==> config.mk <==
export PLATFORM = sky130hd
export DESIGN_NAME = mod_updown_counter
export DESIGN_NICKNAME = d
export VERILOG_FILES = /design/src/rtl/mod_updown_counter_pkg.sv /design/src/rtl/mod_updown_counter_prescaler.sv /design/src/rtl/mod_updown_counter.sv
export SDC_FILE = /design/constraint.sdc
export NUM_CORES = 1
export LEC_CHECK = 0
export CAP_MARGIN = 5
export CORE_AREA = 5 5 48 50
export DETAILED_ROUTE_END_ITERATION = 8
export DIE_AREA = 0 0 53 55
export PLACE_DENSITY = 0.79
export SYNTH_ARGS = -nofsm -noshare
export SYNTH_HDL_FRONTEND = slang
export SYNTH_SLANG_ARGS = --single-unit
==> constraint.sdc <==
create_clock -name clk -period 4.6 [get_ports clk]
set_input_delay 0.92 -clock clk [delete_from_list [all_inputs] [get_ports clk]]
set_output_delay 0.92 -clock clk [all_outputs]
set_load 0.01 [all_outputs]
==> src/rtl/mod_updown_counter_pkg.sv <==
// Shared constants and helpers for the up/down modulo counter family.
package mod_counter_pkg;

  localparam logic DIR_UP   = 1'b1;
  localparam logic DIR_DOWN = 1'b0;

  localparam int unsigned MODE_WRAP = 32'd0;
  localparam int unsigned MODE_SAT  = 32'd1;

  // Bits needed to hold prescaler values 0..presc-1, never less than one.
  function automatic int unsigned presc_width(input int unsigned presc);
    if (presc <= 32'd2) begin
      return 32'd1;
    end else begin
      return $clog2(presc);
    end
  endfunction

endpackage

==> src/rtl/mod_updown_counter_prescaler.sv <==
// Enable prescaler: emits one step per PRESCALE enabled cycles; clr discards a partial count.
module enable_prescaler
  import mod_counter_pkg::*;
#(
  parameter int unsigned PRESCALE = 1
) (
  input  logic clk,
  input  logic rst,
  input  logic clr,
  input  logic en,
  output logic step
);

  generate
    if (PRESCALE == 32'd1) begin : g_pass
      logic unused_s;
      assign unused_s = &{1'b0, clk, rst, clr};
      assign step     = en;
    end else begin : g_div
      localparam int unsigned PW = presc_width(PRESCALE);
      localparam logic [PW-1:0] LAST = PW'(PRESCALE - 32'd1);

      logic [PW-1:0] presc_r;

      // Prescale counter: clears on reset or load, wraps after the stepping cycle.
      always_ff @(posedge clk) begin
        if (rst) begin
          presc_r <= {PW{1'b0}};
        end else if (clr) begin
          presc_r <= {PW{1'b0}};
        end else if (en) begin
          if (presc_r == LAST) begin
            presc_r <= {PW{1'b0}};
          end else begin
            presc_r <= presc_r + PW'(1);
          end
        end else begin
          presc_r <= presc_r;
        end
      end

      assign step = en & ~clr & (presc_r == LAST);
    end
  endgenerate

endmodule

==> src/rtl/mod_updown_counter.sv <==
// Up/down modulo counter with load, prescaled enable, wrap/saturate bounds
// and a registered terminal-count pulse.
module mod_updown_counter
  import mod_counter_pkg::*;
#(
  parameter int unsigned WIDTH    = 8,
  parameter int unsigned MAX_VAL  = (32'd1 << WIDTH) - 32'd1,
  parameter int unsigned PRESCALE = 1,
  parameter int unsigned SATURATE = 0
) (
  input  logic             clk,
  input  logic             rst,
  input  logic             en,
  input  logic             up,
  input  logic             ld,
  input  logic [WIDTH-1:0] ld_val,
  output logic [WIDTH-1:0] count,
  output logic             tick,
  output logic             at_max,
  output logic             at_min
);

  localparam logic [WIDTH-1:0] MAX_W  = WIDTH'(MAX_VAL);
  localparam logic [WIDTH-1:0] ZERO_W = {WIDTH{1'b0}};
  localparam logic             SAT_B  = (SATURATE == MODE_SAT);

  logic [WIDTH-1:0] count_r;
  logic             tick_r;
  logic             step_s;
  logic             boundary_s;
  logic [WIDTH-1:0] next_s;
  logic [WIDTH-1:0] ld_clamp_s;

  enable_prescaler #(
    .PRESCALE(PRESCALE)
  ) u_prescaler (
    .clk (clk),
    .rst (rst),
    .clr (ld),
    .en  (en),
    .step(step_s)
  );

  assign at_max = (count_r == MAX_W);
  assign at_min = (count_r == ZERO_W);
  assign count  = count_r;
  assign tick   = tick_r;

  // Next-value and boundary detection for a step in the sampled direction.
  always_comb begin
    next_s     = count_r;
    boundary_s = 1'b0;
    ld_clamp_s = (ld_val > MAX_W) ? MAX_W : ld_val;
    if (up == DIR_UP) begin
      if (count_r == MAX_W) begin
        boundary_s = 1'b1;
        next_s     = SAT_B ? MAX_W : ZERO_W;
      end else begin
        next_s = count_r + WIDTH'(1);
      end
    end else begin
      if (count_r == ZERO_W) begin
        boundary_s = 1'b1;
        next_s     = SAT_B ? ZERO_W : MAX_W;
      end else begin
        next_s = count_r - WIDTH'(1);
      end
    end
  end

  // Count and terminal-count registers; rst beats ld beats a step.
  always_ff @(posedge clk) begin
    if (rst) begin
      count_r <= ZERO_W;
      tick_r  <= 1'b0;
    end else if (ld) begin
      count_r <= ld_clamp_s;
      tick_r  <= 1'b0;
    end else if (step_s) begin
      count_r <= next_s;
      tick_r  <= boundary_s;
    end else begin
      count_r <= count_r;
      tick_r  <= 1'b0;
    end
  end

endmodule

==> results of run 1 <==
==> worst register-to-register path, stage by stage, from the launching register on <==
cell	delay, ps
dfxtp_1	370
inv_1	100
ha_1	160
or3b_2	500
or3_4	370
a22o_1	200
a2111oi_2	350
==> through the flow <==
step,instances,setup WS [ps],utilization
floorplan,107,2400,-
global placement,149,1870,0.550
detailed placement,149,1770,0.550
CTS,153,1500,0.564
global route,153,1350,0.564
finish,153,1460,0.564
==> layer usage <==
metal / track usage / part of all wire / vias to the layer above
met4: 0.0723 / 0.023 / 0
met5: 0 / 0 / -
met2: 0.273 / 0.46 / 41
li1: - / - / 425
met3: 0.0402 / 0.074 / 7
met1: 0.211 / 0.44 / 378
==> layout make-up <==
cell class / instances / area, sq um / share of cell area
inverter: 9 / 33.8 / 0.0322
tap: 27 / 33.8 / 0.0322
multi-input combinational: 81 / 546 / 0.520
clock buffer: 4 / 26.3 / 0.0250
sequential: 9 / 180 / 0.172
timing repair buffer: 23 / 230 / 0.219
==> where the power goes <==
part           total (mW)  switching (mW)  internal [mW]
clock              0.0675          0.0339         0.0336
sequential         0.0968          0.0129         0.0839
combinational      0.0857          0.0400         0.0457
==> worst min-delay path by stage <==
stage	startpoint	end	slack, ps
after CTS	count[7]	count[7]	620
after floorplan	count[7]	count[7]	620
after global placement	count[7]	count[7]	590
after detailed placement	count[7]	count[7]	600
after global routing	count[7]	count[7]	640
final	count[7]	count[7]	610
==> sequential cells by signal (all words and copies together) (netlist names) <==
register / flops
count: 8
tick: 1
==> cells in the final DEF, fill, tap and decap left out, types with 2 or more instances in the layout <==
cell type	instances
nand3_1	5
xor2_1	3
xnor2_1	3
clkdlybuf4s50_1	23
dfxtp_1	9
nor3b_1	2
a21boi_0	2
nor3_1	6
inv_1	9
nor2_1	7
ha_1	3
o211ai_1	3
o21bai_1	2
a21oi_1	7
clkbuf_4	3
or2_2	2
nand2_1	7
a31oi_1	2
o221ai_1	2
o21ai_0	5
mux2i_1	2
==> logic make-up (layout without fill, tap and decap cells) <==
group / after synthesis / in the layout / share of synthesized area
and+or+nand+nor: 38 / 38 / 0.246
buffers and inverters: 17 / 36 / 0.150
adders and majority gates: 3 / 3 / 0.0440
AOI/OAI and AO/OA: 32 / 32 / 0.264
xor gates and xnor gates: 6 / 6 / 0.0616
DFF: 9 / 9 / 0.211
muxes: 2 / 2 / 0.0235
==> summary.txt, run 1 <==
Power and ir drop
  – Pleak: around 0.37 nW
  – Max VDD drop: around 0.00014 V
  – Pwr dens: 238 nW/um^2
  – Design Power: approximately 0.25 mW

Synthesis
  – Sequential area share after synthesis: 0.211
  – Synth warn: 0
  – Yosys top cell area share: 0.211
  – Ys async rst share: 0
  – Area of the mapped netlist: between 800 and 900 sq um
  – Synth Flop Type: dfxtp_1
  – Synth top area cells: dfxtp_1 21%, clkbuf_8 4.8%, ha_1 4.4%
  – Yosys reg bits: 9
  – Post-synthesis cell type count: 41
  – Post-synth top cells: 9 x dfxtp_1, 9 x inv_1, 7 x a21oi_1, 7 x nand2_1, 7 x nor2_1
  – EDFF count, synth: 0
  – Yosys top cell by area: dfxtp_1
  – Cells after Synth: about 110
  – Syn Nets: roughly 120
  – Avg Cell Area, Syn: approximately 8.0 sq um

Cells and area
  – Ant. Diodes: 0
  – # fillers: between 150 and 200
  – Final net count: 143
  – Layout cells sized above 1: 0.0794
  – Area Overhead vs Synth: 23.0%
  – Final instance area: around 1000 sq um

Global routing
  – Total track usage: 0.168
  – Vias in the first global route: just under 800
  – Largest net degree at the start of global routing: 14
  – Global-route wire length before repair: ~3500 microns
  – Global route overflow: 0
  – Initial antenna violation count: 0

CTS
  – Clock slew at reported path FFs: around 70 ps
  – Clock Path Buffers: 2
  – H-tree level count: 1
  – Post-CTS Setup Bufs: 0
  – Worst-Skew Late Latency: about 270 ps
  – Clk sinks: 9
  – Num CTS Buffers: 3
  – Post_cts resized: 0
  – CTS root buf: clkbuf_4
  – Post-cts hold buffer count: 0
  – CTS tree: yes

Placed design
  – Post-DP Area: around 1000 sq um
  – Gpl congestion: ~1
  – Input/output buffers: 23
  – Post-DP HPWL: between 1500 and 2000 microns

Worst setup path
  – Required @ worst endpoint: about 3700 ps
  – CP endpoint: at_max
  – Reg-to-reg slack, setup: 2450 ps
  – R2R Path Start: count[0]
  – Worst EP arrival: 2220 ps
  – Number of cells on the critical path: 4
  – R2R Path End: count[0]
  – Cell family with most CP delay: buffers and inverters
  – Crit. End Element: output pin
  – Worst path slowest cell: clkdlybuf4s50_1
  – Worst setup path startpoint: count[0]
  – Crit path buffers/inverters: 1
  – Setup crit start kind: flop
  – Class of the most critical setup path: flop to output pin
  – Worst reg2reg path depth: 6
  – Crit-path max cell delay: 650 ps
  – Crit-path cells: ha_1 -> nand2_1 -> nor3_1 -> clkdlybuf4s50_1
  – Crit Path Max Fanout: 8

STA
  – Fin crit share: 0.682
  – Final hold vios: 0
  – Actual slew at the worst max-slew pin: between 500 and 600 ps
  – Fin Clk Skew: 1.54 ps
  – Fin crit period: approximately 3100 ps
  – Hold slack final: 614 ps
  – Unrepaired setup endpoints after global routing: no
  – F_max: between 0.3 and 0.4 GHz
  – Final Max Slew Viols: 0
  – Worst slew margin: 0.622
  – Post-Route Setup TNS: 0 ps
  – Setup violators final: 0

Detailed routing
  – DRC: 0
  – Routed len/inst: around 14 microns
  – Via count: approximately 850
  – DR pass1 iterations: 4
  – Routed Antenna Nets: 0
  – Final WL: ~2200 microns
  – DR vias/cell: around 5.6
  – Iteration-0 DRC Markers: 27

Floorplanning
  – Number of core rows: 16
  – Core ar.: 1860 sq um
  – Initial Util: 0.458
  – Die height: around 55 microns
  – Ports: 24
  – Die area: a little under 3000 sq um
  – Die X: 53 microns

Run
  – Max_cap viols: 0

Worst hold path
  – Hold depth: 2
  – Hold crit path type: flop to flop

Status
  – Run status: completed
(Power assumes the default switching activity.)
==> inputs of run 2 (changes only) <==
--- a/config.mk
+++ b/config.mk
@@ -6,10 +6,10 @@
 export NUM_CORES = 1
 export LEC_CHECK = 0
 export CAP_MARGIN = 5
-export CORE_AREA = 5 5 48 50
+export CORE_AREA = 5 5 59 48
 export DETAILED_ROUTE_END_ITERATION = 8
-export DIE_AREA = 0 0 53 55
-export PLACE_DENSITY = 0.79
+export DIE_AREA = 0 0 64 53
+export PLACE_DENSITY = 0.71
 export SYNTH_ARGS = -nofsm -noshare
 export SYNTH_HDL_FRONTEND = slang
 export SYNTH_SLANG_ARGS = --single-unit
==> constraint.sdc (replaced) <==
create_clock -name clk -period 2.6 [get_ports clk]
set_input_delay 0.52 -clock clk [delete_from_list [all_inputs] [get_ports clk]]
set_output_delay 0.52 -clock clk [all_outputs]
set_load 0.01 [all_outputs]
==> run 2 against run 1 <==
  * Largest power group unchanged
  * Final area increased by 4.2%
  * First-iteration DRC count grew 3.7%
  * Critical path type unchanged
  * Wire length rose by 7.5%
  * Clock power is 78% higher
  * Utilization fell by 6.6 points
==> summary.txt, run 2 (synthesis gave the netlist of run 1 again) <==
Worst setup path
  – R2R Path End: count[0]
  – Crit Path Max Fanout: 11
  – Crit-path cells: nand4_1 -> nor3_1 -> clkdlybuf4s50_1
  – Crit. End Element: output pin
  – Worst EP arrival: between 1500 and 2000 ps
  – Reg-to-reg slack, setup: 460 ps
  – Setup crit start kind: flop
  – Class of the most critical setup path: flop to output pin
  – Cell family with most CP delay: buffers and inverters
  – R2R Path Start: count[0]
  – Worst path slowest cell: clkdlybuf4s50_1
  – Crit path buffers/inverters: 1
  – Required @ worst endpoint: about 2100 ps
  – Crit-path max cell delay: 580 ps
  – Worst reg2reg path depth: 6

Global routing
  – Routing usage on met2: 0.204
  – Largest net degree at the start of global routing: 12
  – Top Usage Layer GRT: met1
  – Global Route met1 Usage: 0.208
  – Total track usage: 0.146
  – Initial antenna violation count: 0
  – Global-route wire length before repair: 3860 microns
  – Vias in the first global route: between 700 and 800
  – Met3 usage: 0.0488
  – Global route overflow: 0

STA
  – Hold slack final: ~640 ps
  – Final hold vios: 0
  – Final Max Slew Viols: 0
  – Fin crit period: between 2000 and 2500 ps
  – Unrepaired setup endpoints after global routing: no
  – Fin Clk Skew: roughly 2.2 ps
  – Post-Route Setup TNS: 0 ps
  – Setup violators final: 0
  – F_max: approximately 0.41 GHz
  – Fin crit share: 0.934
  – Worst slew margin: 0.716
  – Actual slew at the worst max-slew pin: approximately 420 ps

CTS
  – Worst-Skew Late Latency: between 200 and 300 ps
  – Num CTS Buffers: 3
  – CTS tree: yes
  – H-tree level count: 1
  – Post-CTS Setup Bufs: 0
  – Clk sinks: 9
  – CTS root buf: clkbuf_4
  – Clock Path Buffers: 2
  – Clock slew at reported path FFs: ~70 ps
  – Post-cts hold buffer count: 0

Cells and area
  – Final net count: ~150
  – Ant. Diodes: 0
  – Most common cell after layout, fill and taps aside: clkdlybuf4s50_1
  – Commonest cells after routing, fill and taps aside: 22 x clkdlybuf4s50_1, 9 x inv_1, 9 x dfxtp_1
  – Max FFs per register: 8
  – Area Overhead vs Synth: 28.2%
  – # fillers: 210
  – Layout cells sized above 1: 0.129

Floorplanning
  – Die area: roughly 3400 sq um
  – Die X: 64 microns
  – Ports: 24
  – Number of core rows: 15
  – Core ar.: approximately 2200 sq um
  – Die height: 53 microns
  – Initial Util: 0.389

Worst hold path
  – Hold depth: 2
  – Hold-critical path endpoint: count[7]
  – Worst hold start: count[7]
  – Hold crit path type: flop to flop

Run
  – Max_cap viols: 0

Placed design
  – Gpl congestion: just under 0.9
  – Post-DP HPWL: between 1500 and 2000 microns
  – Input/output buffers: 23

Detailed routing
  – DR pass1 iterations: 4
  – DR vias/cell: roughly 5.7
  – DRC: 0
  – Routed len/inst: 15.0 microns
  – Final WL: ~2400 microns
  – Via count: just under 900
  – Routed Antenna Nets: 0
  – Iteration-0 DRC Markers: 28

Status
  – Run status: completed

Power and ir drop
  – Pwr dens: 411 nW/um^2
  – Pleak: between 0.4 and 0.5 nW
  – Max VDD drop: 0.000220 V
-- run 2: worst max-delay path by stage --
stage,start,to,cells after the start
floorplan,count[0],count[0],6
finish,count[3],at_max,3
detailed placement,count[0],at_min,5
global placement,count[0],at_min,5
CTS,count[0],at_max,4
global route,count[0],at_max,4
-- run 2: timing repair --
item | in CTS | in global routing
pin swaps | 0 | 0
endpoints found under the setup margin | 1 | 1
resized for setup | 1 | 1
-- run 2: layout make-up --
| type | instances | area [sq um] | share of cell area |
|---|---|---|---|
| flip-flops and latches | 9 | 180 | 0.165 |
| well taps | 25 | 31.3 | 0.0286 |
| inverters | 9 | 33.8 | 0.0309 |
| multi-input cells | 81 | 548 | 0.501 |
| repair buffers | 29 | 274 | 0.251 |
| clock buffers | 4 | 26.3 | 0.0240 |
-- run 2: power breakdown --
group	leakage [nW]	switching, mW	internal, mW	total, mW
sequential	0.0745	0.0190	0.148	0.167
combinational	0.316	0.0755	0.0858	0.161
clock	0.0150	0.0608	0.0596	0.120
total	0.405	0.155	0.294	0.449
-- run 2: through the flow --
stage / total power, mW / setup WS, ps / cell area, sq um / utilization / instances
after floorplan: 0.276 / 569 / 853 / - / 107
after global placement: 0.328 / 321 / 1070 / 0.485 / 153
after detailed placement: 0.330 / 290 / 1070 / 0.485 / 153
after CTS: 0.450 / 130 / 1090 / 0.497 / 157
after global routing: 0.478 / 35.1 / 1090 / 0.498 / 157
final: 0.449 / 171 / 1090 / 0.498 / 157
-- run 2: worst register-to-register path, stage by stage (launching register included) --
cell and delay (ps):
dfxtp_1 380, inv_1 110, ha_1 160, or3b_2 480, or3_4 380, a22o_1 200, a2111oi_2 330
-- run 2: routing by layer --
layer,vias to the layer above,wire length [microns]
met4,0,10
met3,2,212
met2,45,977
li1,436,-
met5,-,0
met1,411,1150
